--- config.mk ---
export PLATFORM = sky130hd
export DESIGN_NAME = uart_tx_flat
export DESIGN_NICKNAME = d
export VERILOG_FILES = /design/src/rtl/uart_tx_pkg.sv /design/src/rtl/uart_tx_if.sv /design/src/rtl/uart_tx_baud_tick.sv /design/src/rtl/uart_tx.sv /design/src/flat_wrapper.sv
export SDC_FILE = /design/constraint.sdc
export NUM_CORES = 1
export LEC_CHECK = 0
export ABC_AREA = 1
export ABC_CLOCK_PERIOD_IN_PS = 3300
export CORE_MARGIN = 5
export CORE_UTILIZATION = 40
export CTS_CLUSTER_SIZE = 24
export DETAILED_ROUTE_END_ITERATION = 7
export PLACE_DENSITY = 0.62
export RECOVER_POWER = 100
export SETUP_SLACK_MARGIN = 0.3
export SLEW_MARGIN = 30
export SYNTH_ARGS = -nofsm -noshare
export SYNTH_HDL_FRONTEND = slang
export SYNTH_SLANG_ARGS = --single-unit
--- constraint.sdc ---
create_clock -name clk -period 3.3 [get_ports clk]
set_clock_uncertainty 0.2 [all_clocks]
set_input_delay 0.825 -clock clk [delete_from_list [all_inputs] [get_ports clk]]
set_output_delay 0.825 -clock clk [all_outputs]
set_load 0.05 [all_outputs]
--- src/rtl/uart_tx_pkg.sv ---
// Shared UART definitions: FSM state encoding and the bit-period rounding
// helper, reused by the receiver.
package uart_tx_pkg;

  typedef enum logic [1:0] {
    IDLE  = 2'd0,
    START = 2'd1,
    DATA  = 2'd2,
    STOP  = 2'd3
  } state_t;

  // Clocks per bit, rounded to the nearest integer.
  function automatic int unsigned calc_div(input int unsigned clk_hz,
                                           input int unsigned baud);
    return (clk_hz + baud / 2) / baud;
  endfunction

endpackage

--- src/rtl/uart_tx_if.sv ---
// Producer-to-transmitter valid/ready handshake carrying one data word.
interface uart_tx_if #(
  parameter int unsigned DATA_BITS = 8
);

  logic [DATA_BITS-1:0] data;
  logic                 valid;
  logic                 ready;

  modport master (output data, output valid, input ready);
  modport slave  (input data, input valid, output ready);

endinterface

--- src/rtl/uart_tx_baud_tick.sv ---
// Bit-period timer: pulses tick for one clock every DIV clocks; restart
// reloads the period so the next tick lands exactly DIV clocks later.
module baud_tick #(
  parameter int unsigned DIV = 104
) (
  input  logic clk,
  input  logic reset,
  input  logic restart,
  output logic tick
);

  localparam int unsigned TW = (DIV > 1) ? $clog2(DIV) : 1;
  localparam logic [TW-1:0] RELOAD = TW'(DIV - 1);

  logic [TW-1:0] cnt;

  always_ff @(posedge clk) begin
    if (reset) begin
      cnt <= '0;
    end else if (restart || cnt == '0) begin
      cnt <= RELOAD;
    end else begin
      cnt <= cnt - TW'(1);
    end
  end

  assign tick = (cnt == '0);

endmodule

--- src/rtl/uart_tx.sv ---
// UART transmitter, N data bits LSB first, no parity, 1..2 stop bits.
// Bit timing comes from an internal tick, not a derived clock.
module uart_tx
  import uart_tx_pkg::*;
#(
  parameter int unsigned CLK_HZ    = 12_000_000,
  parameter int unsigned BAUD      = 115_200,
  parameter int unsigned DATA_BITS = 8,
  parameter int unsigned STOP_BITS = 1
) (
  input  logic        clk,
  input  logic        reset,
  uart_tx_if.slave    up,
  output logic        tx,
  output logic        busy
);

  localparam int unsigned DIV = calc_div(CLK_HZ, BAUD);
  localparam int unsigned IW  = $clog2(DATA_BITS + 1);

  if (DIV < 2) begin : g_div_check
    $error("uart_tx: DIV must be at least 2");
  end
  if (DATA_BITS < 5 || DATA_BITS > 8) begin : g_data_check
    $error("uart_tx: DATA_BITS must be 5..8");
  end
  if (STOP_BITS < 1 || STOP_BITS > 2) begin : g_stop_check
    $error("uart_tx: STOP_BITS must be 1..2");
  end

  state_t               state;
  logic [DATA_BITS-1:0] shreg;
  logic [IW-1:0]        idx;
  logic                 idle_rdy;
  logic                 tick;
  logic                 last_stop;
  logic                 ready;
  logic                 accept;

  // idle_rdy is a register so ready stays low for the first cycle after
  // reset; the stop-bit term lets a new frame start with no idle gap.
  assign last_stop = (idx == IW'(STOP_BITS - 1));
  assign ready     = idle_rdy || (state == STOP && last_stop && tick);
  assign accept    = up.valid && ready && !reset;
  assign up.ready  = ready;

  baud_tick #(.DIV(DIV)) u_tick (
    .clk     (clk),
    .reset   (reset),
    .restart (accept),
    .tick    (tick)
  );

  always_ff @(posedge clk) begin
    if (reset) begin
      state    <= IDLE;
      tx       <= 1'b1;
      busy     <= 1'b0;
      idle_rdy <= 1'b0;
      idx      <= '0;
      shreg    <= '0;
    end else begin
      case (state)
        IDLE: begin
          idle_rdy <= 1'b1;
          if (accept) begin
            state    <= START;
            tx       <= 1'b0;
            busy     <= 1'b1;
            shreg    <= up.data;
            idx      <= '0;
            idle_rdy <= 1'b0;
          end
        end
        START: begin
          if (tick) begin
            state <= DATA;
            tx    <= shreg[0];
            shreg <= shreg >> 1;
            idx   <= '0;
          end
        end
        DATA: begin
          if (tick) begin
            if (idx == IW'(DATA_BITS - 1)) begin
              state <= STOP;
              tx    <= 1'b1;
              idx   <= '0;
            end else begin
              tx    <= shreg[0];
              shreg <= shreg >> 1;
              idx   <= idx + IW'(1);
            end
          end
        end
        STOP: begin
          if (tick) begin
            if (!last_stop) begin
              idx <= idx + IW'(1);
            end else if (accept) begin
              state <= START;
              tx    <= 1'b0;
              shreg <= up.data;
              idx   <= '0;
            end else begin
              state    <= IDLE;
              busy     <= 1'b0;
              idle_rdy <= 1'b1;
            end
          end
        end
        default: state <= IDLE;
      endcase
    end
  end

endmodule

--- src/flat_wrapper.sv ---
// flat-port wrapper written by rule: the top's interface ports become plain ports
module uart_tx_flat import uart_tx_pkg::*;
#(
  parameter int unsigned CLK_HZ    = 12_000_000,
  parameter int unsigned BAUD      = 115_200,
  parameter int unsigned DATA_BITS = 8,
  parameter int unsigned STOP_BITS = 1
)
  (clk, reset, tx, busy, up_data, up_valid, up_ready);
  uart_tx_if #(.DATA_BITS(DATA_BITS)) up_i ();
  input  logic clk;
  input  logic reset;
  output logic tx;
  output logic busy;
  input wire logic [$bits(up_i.data)-1:0] up_data;
  input wire logic [$bits(up_i.valid)-1:0] up_valid;
  output wire logic [$bits(up_i.ready)-1:0] up_ready;
  assign up_i.data = up_data;
  assign up_i.valid = up_valid;
  assign up_ready = up_i.ready;
  uart_tx #(.CLK_HZ(CLK_HZ), .BAUD(BAUD), .DATA_BITS(DATA_BITS), .STOP_BITS(STOP_BITS)) u_core (.clk(clk), .reset(reset), .up(up_i), .tx(tx), .busy(busy));
endmodule
# ---- Word-level counts from Yosys, hierarchy flattened
# Cells that the tools add are included.
dict set report totals {
  reg_bits 24
  input_bits 11
  output_inout_bits 3
  elab_cells 80
}
dict set report classes {
  add_sub_neg 2
  n_eq_ne 12
  muxes 40
  n_reduce_logical 18
}
# cell n
set op_table {}
lappend op_table {{8-bit 2-to-1 mux} 6}
lappend op_table {{8-bit one-hot mux with 4 select lines} 1}
lappend op_table {{4-bit 2-to-1 mux} 6}
lappend op_table {{4-bit one-hot mux with 4 select lines} 1}
lappend op_table {{1-bit 2-to-1 mux} 15}
lappend op_table {{2-bit 2-to-1 mux} 6}
lappend op_table {{2-bit by 1-bit inequality test with 1-bit output (second input constant)} 5}
lappend op_table {{5-bit AND reduction} 2}
lappend op_table {{2-bit one-hot mux with 4 select lines} 1}
lappend op_table {{4-bit AND reduction} 2}
lappend op_table {{7-bit zero test} 1}
lappend op_table {{7-bit 2-to-1 mux} 1}
lappend op_table {{7-bit by 1-bit subtractor with 7-bit output (second input constant)} 1}
lappend op_table {{2-bit inequality test (second input constant)} 3}
lappend op_table {{6-bit AND reduction} 1}
lappend op_table {{4-bit by 1-bit adder with 4-bit output (second input constant)} 1}
lappend op_table {{2-bit == test (second input constant)} 2}
lappend op_table {{4-bit by 3-bit == test with 1-bit output (second input constant)} 1}
lappend op_table {{1-bit logical AND} 4}
lappend op_table {{4-bit zero test} 1}
lappend op_table {{1-bit one-hot mux with 2 select lines} 2}
lappend op_table {{1-bit one-hot mux with 4 select lines} 1}
lappend op_table {{3-bit AND reduction} 1}
lappend op_table {{2-bit by 1-bit == test with 1-bit output (second input constant)} 1}
lappend op_table {{5 further kinds} 6}

# ---- Longest topological paths before layout
dict set report depth {
  word_depth 10
  depth_mapped 13
  mapped_depth_nobuf 12
}

# ---- Cells and area by module
# Synthesis repeated with hierarchy kept, for this count alone.
dict set report unflattened {
  cells_unflattened 203
  hier_area_um2 1445.1
}
# mod n_inst cells_each area_each_um2 seq_area_each_um2
set modules_own_cells {}
lappend modules_own_cells {uart_tx 1 155 1082.3 340.3}
lappend modules_own_cells {baud_tick 1 48 362.8 140.1}

# ---- Worst setup path after synthesis
# OpenSTA, ideal clock, no wires.
dict set report synth_timing {
  path_type {register -> output}
  from {reg u_core.state[0]}
  to {out up_ready}
  arrival_time_ns 1.023
  required_ns 2.275
  slack_ns 1.252
  stages_incl_launch_ff 6
  n_path_buf 0
  path_cell_list {dfxtp_1 -> ha_1 -> inv_2 -> nor2_2 -> nand2_2 -> nand2_4}
}
dict set report synth_via {
  elab_chain_len 4
}
# item line_no
set synth_rtl {}
lappend synth_rtl {{start: declaration} uart_tx.sv:31} ;# state_t state;
lappend synth_rtl {{start signal: assignment} uart_tx.sv:56} ;# state <= IDLE;
lappend synth_rtl {{start signal: assignment} uart_tx.sv:67} ;# state <= START;
lappend synth_rtl {{start signal: assignment} uart_tx.sv:77} ;# state <= DATA;
lappend synth_rtl {{2-bit == test} uart_tx.sv:43} ;# assign ready = idle_rdy || (state == STOP && last_stop && tick);
lappend synth_rtl {{1-bit logical AND (2 in a row)} uart_tx.sv:43}
lappend synth_rtl {{1-bit logical OR} uart_tx.sv:43}
lappend synth_rtl {{end: declaration} flat_wrapper.sv:17} ;# output wire logic [$bits(up_i.ready)-1:0] up_ready;
# Every way passes these cells.

# ---- Final worst setup path
# Same ends and word-level chain as after synthesis.

==> results.toml <==
[status]
status = "complete, no violations"

[worst_setup_path]
slowest_stage = "dfxtp_1"
crit_required_ps = 2270
critPathKind = "reg -> out"
worstPathCellList = "ha_1 > inv_1 > nor2_1 > nand2_2 > nand2_1 > clkbuf_2"
critPathLaunchType = "register"
cp_top_family = "flip-flops"
end_kind = "primary output"
cp_slowest_stage_delay_ps = 420
worst-path-buf-inv = 2
arrival_ps = 1740
cp_max_fo = 5
r2r_setup_slack_ps = 800

[clock_tree]
clk_pin_slew_ps = 140
cts_buffer_depth = 2
clk_latency_ps = 320
clock_sinks = 24
post-cts-setup-buffer-count = 0
cts_buffers = 3
cts_root_buffer = "clkbuf_4"
cts_max_level = 1
cts_tree = "built"

[yosys]
yosysUniqueCellTypes = 25
synth_top_area_share_pct = 34.8
yosysMostFrequentCell = "nand2_1"
postSynthRegisterBits = 24
postSynthCellCount = 206
yosysSeqAreaShare_pct = 34.8
ys_warn_count = 0
synth_edf_count = 0
synthTopCellsByCount = "nand2_1, inv_1, nor2_1"
synth_nets = 224
synth_top_flop_cell = "dfxtp_1"
yosys.area.top_type = "dfxtp_1"
ys_async_sr_fraction_pct = 0
syn-mean-instance-area_sq_um = 6.71
netlist_area_sq_um = 1380
yosys-top-cells-area = "dfxtp_1, nand2_1, inv_1"

[floorplanning]
initial_utilization_pct = 41.4
io_pins = 14
die_area_sq_um = 4730
rows = 21
die_y_um = 68.8
die_width_um = 68.8
core-area_sq_um = 3340

[place]
dpl.hpwl_mm = 2.00
gp_congestion = 0.861
dp.cells = 262
port_buffers = 13

[power_and_ir_drop]
vdd_drop_max_mv = 0.357
pwr_density_cell_nw_per_um2 = 834
p_leak_nw = 0.749

[final_layout]
regArea_sq_um = 480
n_fill_cell = 377
diodes = 0
nets = 239
area_growth_pct = 11.8
stdcell_count = 266
multiInputGateArea_sq_um = 736
drive_above_1_share_pct = 7.73

[timing]
setup-tns-final_ps = 0
fin_crit_ps = 2770
rsz0062_at_grt = "false"
setup_violations = 0
worstMarginPinSlew_ps = 576
slew_viol_final = 0
slew-limit-headroom_pct = 61.5
fmax_ghz = 0.361
min_period_over_period_pct = 83.9
hold_violations = 0

[global_routing]
grt_pass1_vias = 1129
globalRouteTotalUtil_pct = 12.8
grt-ovfl-total = 0
grt_max_degree = 18
antenna_found_initial = 0
grt_first_pass_wirelength_mm = 4.69

[drt]
drtIter0Drc = 42
drtAntennaViolNets = 0
dr.pass1.iters = 4
wire_per_inst_um = 9.82
vias = 1220
postRouteWirelength_mm = 2.61
route.detailed.drc = 0
viasPerCell = 4.59

[hold_path]
holdCritPathClass = "reg -> reg"

[job]
cap_violations = 0
## final timing paths
check,start,depth (start not counted),endpoint
worst max register to register,u_core.state[0]$_SDFFE_PP0P_,10,u_core.shreg[1]$_SDFFE_PP0P_
worst max-delay path,u_core.state[0]$_SDFFE_PP0P_,6,up_ready
worst min register to register,u_core.u_tick.cnt[0]$_SDFF_PP0_,1,u_core.u_tick.cnt[0]$_SDFF_PP0_
worst min-delay path,u_core.u_tick.cnt[0]$_SDFF_PP0_,1,u_core.u_tick.cnt[0]$_SDFF_PP0_
## registers in the layout, summed over array words and instances, names as in the netlist
signal / cells
u_core.idx: 4
u_core.state: 2
u_core.shreg: 8
u_core.tx: 1
u_core.idle_rdy: 1
u_core.busy: 1
u_core.u_tick.cnt: 7
## placed cells by master (no fill, tap or decap), drive strengths merged
cell type and instances:
a211oi 1, a21oi 11, a31oi 2, and2 2
buf 1, clkbuf 5, clkdlybuf4s50 10, dfxtp 24
dlygate4sd3 2, ha 7, inv 27, nand2 63
nand3 13, nand4 3, nor2 29, nor3 1
o21ai 14, or2 2, or3 1, xor2 2
## logic make-up (layout without fill, tap and decap cells)
logic type / Yosys count / count (layout) / synth area share (%)
buffers and inverters: 31 / 45 / 9.24
AND/OR/NAND/NOR: 114 / 114 / 37.9
AO/OA/AOI/OAI: 28 / 28 / 10.5
XOR/XNOR: 2 / 2 / 1.27
adder cells (fa/ha/maj): 7 / 7 / 6.34
flip-flops: 24 / 24 / 34.8
## layer usage
metal | wire length, um | part of all wire (%) | vias up | global-route usage, %
li1 | - | - | 672 | -
met1 | 1370 | 53 | 524 | 17.8
met2 | 1080 | 41 | 19 | 19.8
met3 | 126 | 4.8 | 5 | 2.27
met4 | 34 | 1.3 | 0 | 4.62
met5 | 0 | 0 | - | 0
## cell type report
type / instances / share of cell area, %
well taps: 46 / 3.73
flip-flops and latches: 24 / 31.1
multi-input cells: 151 / 47.6
clock buffers: 4 / 2.35
repair buffers: 14 / 8.59
inverters: 27 / 6.56
## where the power goes
part	internal (mW)	switching (mW)	total, mW
clock network	0.0674	0.0886	0.156
registers	0.393	0.0538	0.447
logic	0.237	0.447	0.684
## per-stage QoR
| stage | hold WS (ps) | setup WS [ps] | total power, mW | utilization (%) | area, sq um |
|---|---|---|---|---|---|
| 2_1_floorplan | 212 | 1250 | 1.05 | - | 1380 |
| 3_3_place_gp | 223 | 480 | 1.18 | 46.5 | 1550 |
| 3_5_place_dp | 228 | 427 | 1.18 | 46.5 | 1550 |
| 4_1_cts | 247 | 325 | 1.34 | 47.5 | 1590 |
| 5_1_grt | 277 | 381 | 1.44 | 46.3 | 1540 |
| 6_report | 242 | 532 | 1.29 | 46.3 | 1540 |
## timing repair
action | CTS | global route
hold buffers | 0 | 0
resized for setup | 1 | 2
setup endpoints to repair | 1 | 1
Power figures use the tool's default switching activity.
